==> src/rtl/time_set_editor_pkg.sv <==
// Shared constants and helpers for the time/date setting editor:
// one-hot field selects, field widths and ranges, month length and wrap stepping.
package time_set_editor_pkg;

    localparam int SEL_W  = 7;
    localparam int MON_W  = 4;
    localparam int DAY_W  = 5;
    localparam int HOUR_W = 5;
    localparam int MIN_W  = 6;
    localparam int SEC_W  = 6;
    localparam int WDAY_W = 3;

    localparam logic [SEL_W-1:0] SEL_L1 = 7'b0000001;
    localparam logic [SEL_W-1:0] SEL_L2 = 7'b0000010;
    localparam logic [SEL_W-1:0] SEL_L3 = 7'b0000100;
    localparam logic [SEL_W-1:0] SEL_L4 = 7'b0001000;
    localparam logic [SEL_W-1:0] SEL_L5 = 7'b0010000;
    localparam logic [SEL_W-1:0] SEL_L6 = 7'b0100000;
    localparam logic [SEL_W-1:0] SEL_L7 = 7'b1000000;

    // Ranges are 6 bits wide so every field can share one stepping helper.
    localparam logic [5:0] MON_LO  = 6'd1;
    localparam logic [5:0] MON_HI  = 6'd12;
    localparam logic [5:0] DAY_LO  = 6'd1;
    localparam logic [5:0] HOUR_LO = 6'd0;
    localparam logic [5:0] HOUR_HI = 6'd23;
    localparam logic [5:0] MIN_LO  = 6'd0;
    localparam logic [5:0] MIN_HI  = 6'd59;
    localparam logic [5:0] SEC_LO  = 6'd0;
    localparam logic [5:0] SEC_HI  = 6'd59;
    localparam logic [5:0] WDAY_LO = 6'd0;
    localparam logic [5:0] WDAY_HI = 6'd6;

    typedef enum logic {
        ST_RUN  = 1'b0,
        ST_EDIT = 1'b1
    } edit_state_e;

    // February is always 28: the calendar has no leap-year support.
    function automatic logic [DAY_W-1:0] month_len(input logic [MON_W-1:0] mon);
        case (mon)
            4'd2:                      return 5'd28;
            4'd4, 4'd6, 4'd9, 4'd11:   return 5'd30;
            default:                   return 5'd31;
        endcase
    endfunction

    function automatic logic is_onehot(input logic [SEL_W-1:0] s);
        return (s != '0) && ((s & (s - 7'd1)) == '0);
    endfunction

    function automatic logic [5:0] step_wrap(input logic [5:0] val, input logic [5:0] lo,
                                             input logic [5:0] hi, input logic up);
        if (up) return (val >= hi) ? lo : val + 6'd1;
        else    return (val <= lo) ? hi : val - 6'd1;
    endfunction

endpackage

==> src/rtl/time_set_editor_btn_repeat.sv <==
// Button edge detect with hold-to-repeat: one step on press, then after REP_DELAY
// ticks one step every REP_RATE ticks. clr_i disarms until the button is re-pressed.
module time_set_editor_btn_repeat #(
    parameter int REP_DELAY = 500,
    parameter int REP_RATE  = 100
) (
    input  logic clk_i,
    input  logic rst_ni,
    input  logic btn_i,
    input  logic tick_i,
    input  logic clr_i,
    output logic step_o
);

    localparam int CNT_MAX = (REP_DELAY > REP_RATE) ? REP_DELAY : REP_RATE;
    localparam int CNT_W   = $clog2(CNT_MAX + 1);

    logic             prev_q;
    logic             armed_q, armed_d;
    logic             rep_q, rep_d;
    logic [CNT_W-1:0] cnt_q, cnt_d, cnt_inc;

    always_comb begin
        step_o  = 1'b0;
        armed_d = armed_q;
        rep_d   = rep_q;
        cnt_d   = cnt_q;
        cnt_inc = cnt_q + CNT_W'(1);
        if (clr_i || !btn_i) begin
            armed_d = 1'b0;
            rep_d   = 1'b0;
            cnt_d   = '0;
        end else if (!prev_q) begin
            step_o  = 1'b1;
            armed_d = 1'b1;
            rep_d   = 1'b0;
            cnt_d   = '0;
        end else if (armed_q && tick_i) begin
            // First threshold is the initial delay, afterwards the repeat period.
            if (cnt_inc == (rep_q ? CNT_W'(REP_RATE) : CNT_W'(REP_DELAY))) begin
                step_o = 1'b1;
                rep_d  = 1'b1;
                cnt_d  = '0;
            end else begin
                cnt_d = cnt_inc;
            end
        end
    end

    always_ff @(posedge clk_i or negedge rst_ni) begin
        if (!rst_ni) begin
            prev_q  <= 1'b0;
            armed_q <= 1'b0;
            rep_q   <= 1'b0;
            cnt_q   <= '0;
        end else begin
            prev_q  <= btn_i;
            armed_q <= armed_d;
            rep_q   <= rep_d;
            cnt_q   <= cnt_d;
        end
    end

endmodule

==> src/rtl/time_set_editor.sv <==
// Time/date setting editor: captures running time on entering edit, steps the selected
// field with UP/DOWN auto-repeat, blinks the edited field and strobes LOAD on exit.
module time_set_editor
    import time_set_editor_pkg::*;
#(
    parameter int REP_DELAY  = 500,
    parameter int REP_RATE   = 100,
    parameter int BLINK_HALF = 250
) (
    input  logic              clk_i,
    input  logic              rst_ni,
    input  logic [SEL_W-1:0]  sel_i,
    input  logic              up_i,
    input  logic              down_i,
    input  logic              tick_ms_i,
    input  logic [MON_W-1:0]  cur_mon_i,
    input  logic [DAY_W-1:0]  cur_day_i,
    input  logic [HOUR_W-1:0] cur_hour_i,
    input  logic [MIN_W-1:0]  cur_min_i,
    input  logic [SEC_W-1:0]  cur_sec_i,
    input  logic [WDAY_W-1:0] cur_wday_i,
    output logic [MON_W-1:0]  set_mon_o,
    output logic [DAY_W-1:0]  set_day_o,
    output logic [HOUR_W-1:0] set_hour_o,
    output logic [MIN_W-1:0]  set_min_o,
    output logic [SEC_W-1:0]  set_sec_o,
    output logic [WDAY_W-1:0] set_wday_o,
    output logic              load_o,
    output logic [SEL_W-1:0]  blank_o,
    output edit_state_e       state_o
);

    localparam int BW = $clog2(BLINK_HALF + 1);

    edit_state_e       state_q, state_d;
    logic [SEL_W-1:0]  sel_q, sel_dec, blank_q, blank_d;
    logic [MON_W-1:0]  mon_q, mon_d;
    logic [DAY_W-1:0]  day_q, day_d;
    logic [HOUR_W-1:0] hour_q, hour_d;
    logic [MIN_W-1:0]  min_q, min_d;
    logic [SEC_W-1:0]  sec_q, sec_d;
    logic [WDAY_W-1:0] wday_q, wday_d;
    logic              load_q, load_d;
    logic              phase_q, phase_d;
    logic [BW-1:0]     blink_q, blink_d;
    logic              sel_chg, btn_clr, up_step, dn_step;

    assign sel_dec = is_onehot(sel_i) ? sel_i : SEL_L1;
    assign sel_chg = (sel_dec != sel_q);
    // Any select change disarms both buttons so a held key must be re-pressed.
    assign btn_clr = (state_q != ST_EDIT) || sel_chg || (up_i && down_i);

    time_set_editor_btn_repeat #(.REP_DELAY(REP_DELAY), .REP_RATE(REP_RATE)) u_up (
        .clk_i(clk_i), .rst_ni(rst_ni), .btn_i(up_i), .tick_i(tick_ms_i),
        .clr_i(btn_clr), .step_o(up_step)
    );

    time_set_editor_btn_repeat #(.REP_DELAY(REP_DELAY), .REP_RATE(REP_RATE)) u_dn (
        .clk_i(clk_i), .rst_ni(rst_ni), .btn_i(down_i), .tick_i(tick_ms_i),
        .clr_i(btn_clr), .step_o(dn_step)
    );

    always_comb begin
        state_d = state_q;
        mon_d   = mon_q;
        day_d   = day_q;
        hour_d  = hour_q;
        min_d   = min_q;
        sec_d   = sec_q;
        wday_d  = wday_q;
        load_d  = 1'b0;
        case (state_q)
            ST_RUN: begin
                if (sel_dec != SEL_L1) begin
                    state_d = ST_EDIT;
                    mon_d   = cur_mon_i;
                    day_d   = (cur_day_i > month_len(cur_mon_i)) ? month_len(cur_mon_i) : cur_day_i;
                    hour_d  = cur_hour_i;
                    min_d   = cur_min_i;
                    sec_d   = cur_sec_i;
                    wday_d  = cur_wday_i;
                end
            end
            ST_EDIT: begin
                if (sel_dec == SEL_L1) begin
                    state_d = ST_RUN;
                    load_d  = 1'b1;
                end else if (up_step || dn_step) begin
                    case (sel_dec)
                        SEL_L2: begin
                            mon_d = MON_W'(step_wrap(6'(mon_q), MON_LO, MON_HI, up_step));
                            if (day_q > month_len(mon_d)) day_d = month_len(mon_d);
                        end
                        SEL_L3: day_d  = DAY_W'(step_wrap(6'(day_q), DAY_LO, 6'(month_len(mon_q)), up_step));
                        SEL_L4: hour_d = HOUR_W'(step_wrap(6'(hour_q), HOUR_LO, HOUR_HI, up_step));
                        SEL_L5: min_d  = MIN_W'(step_wrap(min_q, MIN_LO, MIN_HI, up_step));
                        SEL_L6: sec_d  = SEC_W'(step_wrap(sec_q, SEC_LO, SEC_HI, up_step));
                        SEL_L7: wday_d = WDAY_W'(step_wrap(6'(wday_q), WDAY_LO, WDAY_HI, up_step));
                        default: ;
                    endcase
                end
            end
            default: state_d = ST_RUN;
        endcase
    end

    // Blink restarts in the visible phase whenever the user touches the field.
    always_comb begin
        phase_d = phase_q;
        blink_d = blink_q;
        if ((state_d != ST_EDIT) || up_step || dn_step || sel_chg) begin
            phase_d = 1'b0;
            blink_d = '0;
        end else if (tick_ms_i) begin
            if (blink_q + BW'(1) == BW'(BLINK_HALF)) begin
                phase_d = ~phase_q;
                blink_d = '0;
            end else begin
                blink_d = blink_q + BW'(1);
            end
        end
        blank_d = ((state_d == ST_EDIT) && phase_d) ? sel_dec : '0;
    end

    always_ff @(posedge clk_i or negedge rst_ni) begin
        if (!rst_ni) begin
            state_q <= ST_RUN;
            sel_q   <= SEL_L1;
            mon_q   <= MON_W'(1);
            day_q   <= DAY_W'(1);
            hour_q  <= '0;
            min_q   <= '0;
            sec_q   <= '0;
            wday_q  <= '0;
            load_q  <= 1'b0;
            phase_q <= 1'b0;
            blink_q <= '0;
            blank_q <= '0;
        end else begin
            state_q <= state_d;
            sel_q   <= sel_dec;
            mon_q   <= mon_d;
            day_q   <= day_d;
            hour_q  <= hour_d;
            min_q   <= min_d;
            sec_q   <= sec_d;
            wday_q  <= wday_d;
            load_q  <= load_d;
            phase_q <= phase_d;
            blink_q <= blink_d;
            blank_q <= blank_d;
        end
    end

    assign set_mon_o  = mon_q;
    assign set_day_o  = day_q;
    assign set_hour_o = hour_q;
    assign set_min_o  = min_q;
    assign set_sec_o  = sec_q;
    assign set_wday_o = wday_q;
    assign load_o     = load_q;
    assign blank_o    = blank_q;
    assign state_o    = state_q;

endmodule

==> config.mk <==
export PLATFORM = sky130hd
export DESIGN_NAME = time_set_editor
export DESIGN_NICKNAME = d
export VERILOG_FILES = /design/src/rtl/time_set_editor_pkg.sv /design/src/rtl/time_set_editor_btn_repeat.sv /design/src/rtl/time_set_editor.sv
export SDC_FILE = /design/constraint.sdc
export NUM_CORES = 1
export LEC_CHECK = 0
export CAP_MARGIN = 20
export CORE_ASPECT_RATIO = 0.5
export CORE_MARGIN = 1
export CORE_UTILIZATION = 56
export CTS_CLUSTER_SIZE = 30
export DETAILED_ROUTE_END_ITERATION = 8
export GPL_TIMING_DRIVEN = 0
export PLACE_DENSITY = 0.81
export SETUP_SLACK_MARGIN = 0.4
export SLEW_MARGIN = 5
export SYNTH_ARGS = -nofsm -noshare
export SYNTH_HDL_FRONTEND = slang
export SYNTH_SLANG_ARGS = --single-unit
==> constraint.sdc <==
create_clock -name clk_i -period 5.85 [get_ports clk_i]
set_input_delay 1.17 -clock clk_i [delete_from_list [all_inputs] [get_ports clk_i]]
set_output_delay 1.17 -clock clk_i [all_outputs]
set_load 0.01 [all_outputs]
==> metrics <==
FF/Latch Area=1960 um^2; Worst Path Required=6.07 ns; Final Non-Filler Cells=973; predominant post-synthesis flop cell=dfrtp_1; Nets=about 900; Slew Viols, Final=0; Yosys top cell by area=dfrtp_1; Seq/Total Area, Yosys=0.335; I/O Pins=79; TritonCTS clock tree=built; Ys Warns=0; EDFF count, synth=0; Avg Cell Area, Syn=approximately 7.9 um^2; Die W=~150 um; worst setup margin=about 0.76 ns; GP Congestion=0.916; Post-Syn Nets=810; hold slack=0.503 ns; worst slew pin tran=just under 0.9 ns; final hold violation count=0; pwr/cell area=271 nW/um^2; Placed Area=6780 um^2; WS Path Type=input port to register; residual DRC count=0; Max Cap Viol=0; vias post-DR=6076; DR WL/cell=16.9 um; largest family of logic cells by synthesized area=simple AND/OR/NAND/NOR gates; RSZ-0062 raised after global routing=false; adder-cell share of the synthesized area=0.0639; fraction of layout cells with a size suffix above 1=0.0847; Setup Viol. Count Final=0; Die Area=10900 um^2; worst rel slew slack=0.411; HPWL after detailed placement=11.1 mm; Worst Path Max Fanout=6; Post-Syn Area=5840 um^2; post-synthesis simple-gate area fraction=0.258; H-tree depth=3; Peak supply drop=0.168 mV; post-synthesis compound-gate area fraction=0.239; port bufs=75; number of global-route vias before repair=5618; Placed Instances=951; status=completed; top-area cell type share of the netlist area=0.322; first-pass GRT wire length=26.3 mm; clk sinks=78; total grt overflow=0; Peak Freq=0.197 GHz; Layout Skew=0.0108 ns; multi-input combinational cell area=3670 um^2; Die H=74.2 um; multiplexer share of the synthesized area=0.0242; GRT Overall Usage=0.305; Data arrival, critical path=5.31 ns; initial antenna violation count=0; #FFs+latches synth=between 70 and 80; Setup crit end kind=register; Iter 0 DRT Violations=570; Total Power=1.97 mW; Hold Crit Class=register to register; initial core utilization=0.596; DRT Wirelength=16.4 mm; xor-xnor portion of the synthesized cell area=0.0240; Num CTS Buffers=9; core area=approximately 9800 um^2; Post-DRT Antenna Nets=0; period utilization=0.870; clock buffer depth=2; Tmin final=~5.1 ns; Root Buffer=clkbuf_16; Setup WS pre-CTS=-0.268 ns; Post-Syn Instances=740; worst skew pair latency=0.35 ns; Synth area leaders=dfrtp_1, nor2_1, ha_1; Clk pin slew, worst setup/hold paths=0.06 ns; post-synth cell types=74; pin count of the biggest net entering global routing=60; Critical Path Source Type=input port; DRT Pass-1 Iters=5; Leak Pwr=3.03 nW; Vias/cell=6.24; Rows=25; number of diodes=0; final instance area=7260 um^2; Fillers=765; Layout area overhead=24.5%; async set-reset flop share out of synthesis=1.00
-- final timing paths --
| kind | start | end | slack [ns] | cells after the start |
|---|---|---|---|---|
| max in group asynchronous | rst_ni | sel_q[0]$_DFF_PN1_ | 4.50 | 2 |
| min in group asynchronous | rst_ni | set_min_o[2]$_DFFE_PN0P_ | 0.71 | 1 |
| worst min register to register | u_up.armed_q$_DFFE_PN0N_ | u_up.armed_q$_DFFE_PN0N_ | 0.50 | 1 |
| worst max register to register | u_up.cnt_q[0]$_DFFE_PN0P_ | set_day_o[2]$_DFFE_PN0P_ | 1.13 | 18 |
| worst max-delay path | sel_i[4] | set_day_o[2]$_DFFE_PN0P_ | 0.76 | 19 |
| worst min-delay path | u_up.armed_q$_DFFE_PN0N_ | u_up.armed_q$_DFFE_PN0N_ | 0.50 | 1 |
-- flip-flops by register name, indices dropped and copies added (netlist names), 5 cells and up --
signal / count
blink_q: 8
set_min_o: 6
u_up.cnt_q: 9
sel_q: 7
set_sec_o: 6
blank_o: 7
set_day_o: 5
set_hour_o: 5
u_dn.cnt_q: 9
-- area by class of cell --
type,instances,area share
timing repair buffer,82,0.114
buffer,43,0.0282
tap,135,0.0233
inverter,37,0.0191
sequential,78,0.269
multi-input combinational,582,0.505
clock inverter,6,0.00965
clock buffer,10,0.0315
-- report_power, final --
part | switching [mW] | leakage, nW | total, mW | internal [mW]
combinational | 0.385 | 1.89 | 0.714 | 0.329
clock | 0.244 | 0.136 | 0.578 | 0.334
sequential | 0.0863 | 1.00 | 0.679 | 0.593
-- cells in the final DEF, fill, tap and decap left out, types with 11 or more instances in the layout --
master / Yosys / layout
a21oi_1: 67 / 64
a31oi_1: 20 / 20
and3_1: 16 / 16
buf_4: 3 / 11
clkbuf_1: 27 / 26
clkdlybuf4s50_1: 0 / 70
dfrtp_1: 75 / 75
ha_1: 29 / 28
inv_1: 36 / 36
mux2i_1: 13 / 12
nand2_1: 48 / 48
nand2b_1: 11 / 11
nand3_1: 29 / 29
nor2_1: 108 / 107
nor3_1: 22 / 20
o211ai_1: 21 / 21
o21ai_0: 50 / 47
o21ai_1: 8 / 11
-- routing by layer --
layer	GRT usage	up-vias	wire (um)
met4	0.110	0	390
met2	0.519	278	7530
li1	-	2872	-
met5	0	-	0
met3	0.0540	49	1180
met1	0.401	2877	7290
-- critical path, cell delays in order --
cell,delay (ns)
dlymetal6s2s_1,0.17
nor4_4,0.33
or3b_1,0.37
buf_4,0.18
mux2i_1,0.14
and3_1,0.18
o211a_4,0.20
nand3_1,0.20
a21oi_2,0.21
a2bb2oi_2,0.19
mux2_2,0.36
or2_1,0.26
ha_4,0.24
a2111oi_4,0.37
nor2_2,0.10
nor3_4,0.31
a21oi_4,0.08
o21ai_1,0.16
o21ai_1,0.09
-- through the flow --
| stage | setup TNS (ns) | utilization |
|---|---|---|
| 2_1_floorplan | 0 | - |
| 3_3_place_gp | -0.637 | 0.690 |
| 3_5_place_dp | -0.576 | 0.693 |
| 4_1_cts | 0 | 0.729 |
| 5_1_grt | 0 | 0.742 |
| 6_report | 0 | 0.742 |
-- synthesized netlist by cell type (all sizes together) (6+ instances only) --
master	count
inv	36
and3	16
nand3	30
nand2b	11
clkbuf	27
nor2	108
buf	16
nor4	10
mux2i	13
nor3	22
xnor2	10
a21oi	67
nand2	48
dfrtp	75
xor2	6
o21ai	59
nor3b	6
nand4	8
a31oi	20
o211ai	21
nor4b	7
ha	29
-- what timing repair did --
item,4_1_cts,5_1_grt
setup endpoints to repair,4,5
hold buffers,0,0
resized for setup,11,25
pin swaps,2,5
buffers inserted,3,3
-- cell families after synthesis --
logic type | Yosys count
buf+inv | 80
compound gates | 221
xor+xnor | 16
mux | 14
other cells | 1
fa+ha+maj | 30
simple gates | 300
flops | 78
Power figures use the tool's default switching activity.
==> variant 1: new RTL, same settings <==
Register the input `cur_min_i` before use. The logic sees it one clock later. The other inputs are not delayed to match.
--- a/src/rtl/time_set_editor.sv
+++ b/src/rtl/time_set_editor.sv
@@ -31,6 +31,12 @@
 );
 
     localparam int BW = $clog2(BLINK_HALF + 1);
+
+    logic [MIN_W-1:0] cur_min_q;
+
+    always_ff @(posedge clk_i) begin
+        cur_min_q <= cur_min_i;
+    end
 
     edit_state_e       state_q, state_d;
     logic [SEL_W-1:0]  sel_q, sel_dec, blank_q, blank_d;
@@ -76,7 +82,7 @@
                     mon_d   = cur_mon_i;
                     day_d   = (cur_day_i > month_len(cur_mon_i)) ? month_len(cur_mon_i) : cur_day_i;
                     hour_d  = cur_hour_i;
-                    min_d   = cur_min_i;
+                    min_d   = cur_min_q;
                     sec_d   = cur_sec_i;
                     wday_d  = cur_wday_i;
                 end
Function: changed (a bounded check fails within 4 cycles, from zero or initial values and one cycle with rst_ni low).
==> variant 1 against the unedited design <==
Sequential cell count grew 6. Routed wire length is 2.6% higher. Setup slack lost 0.16 ns. Critical path depth fell by 4. Synthesized area up 5.0%. Final area is 2.9% higher. Clock skew is 0.0048 ns lower. Sequential share of layout area is 0.85 points higher. Cell count increased by 1.6%. Total power rose by 28%. Non-clock buffer count grew 2. Largest power group unchanged.
==> variant 1: results (changes against the unedited design) <==
----------------------------------------------------
[Placement]
  Final weighted congestion in routability-driven placement ... 0.920 (+0.45%)
  Placed standard-cell area ... 7080 µm² (+4.4%)
  Cell total after placement ... 971 (+2.1%)
  Pre-CTS WS ... -0.230 ns (+0.0377 ns)

[Logic synthesis]
  FFs w/ async S/R, synth ... 92.9% (-7.1 points)
  Post-synthesis sequential area ratio ... 33.9% (+0.35 points)
  Synthesized-area fraction occupied by ao, oa, aoi and oai cells ... 22.2% (-1.7 points)
  Top cells by instance count after synthesis ... 76 x sky130_fd_sc_hd__nor2_1, 75 x sky130_fd_sc_hd__dfrtp_1, 66 x sky130_fd_sc_hd__nand2_1
  Syn Area/Cell ... 8.12 µm² (+3.0%)
  Adder-cell share of the synthesized area ... 5.92% (-0.47 points)
  Net count after synthesis ... 825 (+1.9%)
  Share of cell area taken by muxes after synthesis ... 2.39% (-0.035 points)
  Xor and xnor area share after synthesis ... 3.14% (+0.74 points)

[Critical path]
  Number of cells traversed by the worst register-to-register path ... 15 (-3)
  Worst setup path startpoint ... sel_i[5]
  Worst R2R Setup Slack ... 1.42 ns (+0.29 ns)
  Arrival time worst endpoint ... 5.48 ns (+0.17 ns)
  CP max stage cell ... sky130_fd_sc_hd__clkdlybuf4s50_1
  Terminus of the critical flop-to-flop path ... set_day_o[3]
  Worst path max stage delay ... 0.46 ns (+0.09 ns)
  Cell family with the largest share of critical-path delay ... compound AO/OA/AOI/OAI gates
  Max Fanout on Critical Path ... 10 (+4)

[Worst hold path]
  Worst hold endpoint ... u_dn.armed_q
  Min-delay src ... u_dn.prev_q

[STA]
  Post-Route Hold Slack ... 0.485 ns (-0.0174 ns)
  Largest clock skew in the final design ... 0.00595 ns (-0.00485 ns)
  Max-slew headroom at the worst pin ... 52.6% (+12 points)

[Finish]
  Non-filler instance count after layout ... 989 (+1.6%)
  Fill cell instance count of the final layout ... 842 (+10%)
  Share of cells above drive strength 1 ... 7.30% (-1.2 points)
  Area of the multi-input gates ... 3710 µm² (+1.3%)
  Final nets ... 914 (+1.2%)

[CTS]
  Clk_lat worst skew ... 0.34 ns
  Post-CTS setup buffer count ... 0 (-3)

[Run status]
  Status ... finished, final reports clean

[Power]
  Leakage power total ... 3.24 nW (+6.8%)
  Largest voltage drop on the vdd net ... 0.206 mV (+23%)

[Drt]
  1st-iter DRT viols ... 515 (-9.6%)
  Detailed-route via count ... 6130 (+0.89%)
  Detailed-routing iteration count for the pre-antenna-repair pass ... 7 (+2)
  Wirelength, routed ... 16800 µm (+2.6%)

[Global route]
  Pin count of the biggest net entering global routing ... 60 (unchanged)
  Vias in the first global route ... 5888 (+4.8%)
  Global-route wire length before repair ... 28200 µm (+7.1%)
  GRT Total Usage ... 30.9% (+0.34 points)

----------------------------------------------------
## variant 1: cell count changes in the layout (fill, tap and decap cells not counted), sizes merged, moves of 7 or more
| cell | change |
|---|---|
| a22oi | +7 |
| o211ai | -9 |
| inv | +7 |
| a222oi | +8 |
| nor2 | -32 |
| nand2 | +19 |
| a31oi | -8 |
| o31ai | +9 |
| a21oi | -16 |
## variant 1: worst max-delay path by stage
| stage | endpoint | slack, ns | depth (start not counted) |
|---|---|---|---|
| 6_report | set_day_o[3] | 0.60 | 15 |
| 5_1_grt | set_day_o[3] | 0.38 | 15 |
| 4_1_cts | set_day_o[3] | 0.42 | 16 |
| 3_5_place_dp | set_day_o[2] | -0.23 | 17 |
| 3_3_place_gp | set_day_o[4] | -0.11 | 16 |
| 2_1_floorplan | set_day_o[3] | 0.94 | 16 |
## variant 1: report_power, final
group	internal (mW)	switching (mW)	leakage, nW
Combinational	0.509	0.573	2.01
Sequential	0.667	0.140	1.07
Clock	0.388	0.247	0.160
## variant 1: cell families after synthesis
kind of cell               count (synthesis)
adders and majority gates                 29
other                                      1
and+or+nand+nor                          305
DFF                                       84
xor gates and xnor gates                  22
muxes                                     13
AOI/OAI and AO/OA                        208
buffers and inverters                     93
## variant 1: cell type report
| cell class | instances | share of cell area [%] |
|---|---|---|
| inverters | 44 | 2.21 |
| clock buffers | 11 | 3.25 |
| flip-flops and latches | 84 | 27.8 |
| repair buffers | 78 | 10.7 |
| multi-input cells | 578 | 49.7 |
| clock inverters | 5 | 1.10 |
| well taps | 140 | 2.34 |
| plain buffers | 49 | 2.96 |
## variant 1: layer usage
layer / vias to the layer above / GRT usage [%] / share of wire (%)
met5: - / 0 / 0
met2: 267 / 50.8 / 48
li1: 2924 / - / -
met1: 2921 / 40.3 / 44
met3: 18 / 7.25 / 7.7
met4: 0 / 9.09 / 0.92
==> variant 2: new RTL, same flow settings <==
Made on the original files. `REP_RATE` is set to 100 in 2 places; all go to 200.
--- a/src/rtl/time_set_editor_btn_repeat.sv
+++ b/src/rtl/time_set_editor_btn_repeat.sv
@@ -2,7 +2,7 @@
 // ticks one step every REP_RATE ticks. clr_i disarms until the button is re-pressed.
 module time_set_editor_btn_repeat #(
     parameter int REP_DELAY = 500,
-    parameter int REP_RATE  = 100
+    parameter int REP_RATE  = 200
 ) (
     input  logic clk_i,
     input  logic rst_ni,
--- a/src/rtl/time_set_editor.sv
+++ b/src/rtl/time_set_editor.sv
@@ -4,7 +4,7 @@
     import time_set_editor_pkg::*;
 #(
     parameter int REP_DELAY  = 500,
-    parameter int REP_RATE   = 100,
+    parameter int REP_RATE   = 200,
     parameter int BLINK_HALF = 250
 ) (
     input  logic              clk_i,
Check against the original RTL: no difference found for any inputs over 4 cycles, from zero or initial values and one cycle with rst_ni low; that may be too few to reach the edited logic, so the function may still have changed.
==> variant 2 against the unedited design <==
Final area increased by 0.45%. Routed wire length down 0.79%. Worst hold slack better by 0.017 ns. Setup slack got worse by 0.12 ns. Total power up 3.4%. Die area up 2.1%. Clock power is 4.3% lower. Non-clock buffer count decreased by 10. Sequential power rose by 3.5%. Sequential cell count unchanged. Synthesized area is 2.1% higher. Synthesized cell count rose by 1.8%. Critical endpoint unchanged.
==> variant 2: results (changes against the unedited design) <==
----------------------------------------------------
[Global route]
  Met3 track demand over resource in global routing ... 5.39% (about the same)
  Global-route wire length before repair ... 26200 µm (-0.39%)
  Met2 demand-to-capacity share in global routing ... 49.9% (-2.0 points)
  Pin count of the biggest net entering global routing ... 65 (+8.3%)
  Met1 usage in global routing ... 40.9% (+0.85 points)
  GRT Total Usage ... 30.0% (-0.54 points)
  Vias in the first global route ... 5414 (-3.6%)

[Finish]
  Repair and plain buffers ... 115 (-8.0%)
  Final clock-cell share ... 4.05% (-0.070 points)
  Fill cell instance count of the final layout ... 852 (+11%)
  Area of the multi-input gates ... 3780 µm² (+3.1%)
  Final nets ... 909 (+0.66%)
  Count of multi-input combinational gates ... 599 (+2.9%)
  Register share of the cell area ... 26.8% (-0.12 points)
  Share of cells above drive strength 1 ... 7.34% (-1.1 points)

[Critical path]
  Arrival time worst endpoint ... 5.42 ns (+0.11 ns)
  Worst r2r src ... u_up.cnt_q[0]
  Worst path max stage delay ... 0.52 ns (+0.15 ns)
  Cell family with the largest share of critical-path delay ... compound AO/OA/AOI/OAI gates
  Number of cells traversed by the worst register-to-register path ... 15 (-3)
  CP max stage cell ... sky130_fd_sc_hd__or4_1
  Max Fanout on Critical Path ... 10 (+4)

[Drt]
  Routed wirelength normalized by instance count ... 16.5 µm (-2.0%)
  Detailed-route via count ... 6143 (+1.1%)
  Detailed-routing iteration count for the pre-antenna-repair pass ... 7 (+2)
  1st-iter DRT viols ... 601 (+5.4%)
  Sum of met2 wire segment lengths after detailed routing ... 7520 µm (-0.12%)

[Worst hold path]
  Worst hold endpoint ... u_dn.armed_q

[Logic synthesis]
  Net count after synthesis ... 822 (+1.5%)
  Post-synthesis sequential area ratio ... 32.8% (-0.69 points)
  Top cells by instance count after synthesis ... 86 x sky130_fd_sc_hd__nor2_1, 75 x sky130_fd_sc_hd__dfrtp_1, 69 x sky130_fd_sc_hd__nand2_1

[Placement]
  DP HPWL ... 11300 µm (+1.8%)
  Final weighted congestion in routability-driven placement ... 0.957 (+4.5%)
  Pre-CTS WS ... 0.00301 ns (+0.271 ns)
  Placed standard-cell area ... 6910 µm² (+1.9%)

[STA]
  Largest clock skew in the final design ... 0.00568 ns (-0.00512 ns)
  Upper clock frequency limit ... 192 MHz (-2.3%)

[Power]
  Part of the total power dissipated in sequential elements ... 34.5% (about the same)
  Leakage power total ... 3.07 nW (+1.1%)
  Power Clock ... 0.553 mW (-4.3%)
  Sw power ... 0.756 mW (+5.6%)
  Largest voltage drop on the vdd net ... 0.167 mV (-0.44%)

[Run status]
  Status ... finished, final reports clean

----------------------------------------------------
variant 2: cells by family (layout without fill, tap and decap cells):
logic type,count (synthesis),count (layout),share of synthesized area [%]
DFF,78,78,32.8
AOI/OAI and AO/OA,217,217,23.9
buffers and inverters,76,168,5.27
other,1,1,0.0629
muxes,13,13,2.23
xor gates and xnor gates,24,24,3.53
adders and majority gates,28,28,5.88
and+or+nand+nor,316,316,26.3
variant 2: stage by stage:
stage	util (%)	hold WS, ns	power [mW]	cells
3_5_place_dp	67.2	0.497	1.44	969
2_1_floorplan	-	0.462	1.17	753
6_report	71.0	0.520	2.04	985
5_1_grt	71.0	0.550	2.16	985
3_3_place_gp	67.0	0.488	1.42	968
4_1_cts	70.2	0.516	2.01	985
variant 2: timing repair:
action                     in CTS  in global routing
gates resized for setup         3                 14
cloned                          0                  0
hold endpoints to repair        0                  0
setup endpoints to repair       2                  5
pin swaps                       0                  1
hold buffers                    0                  0
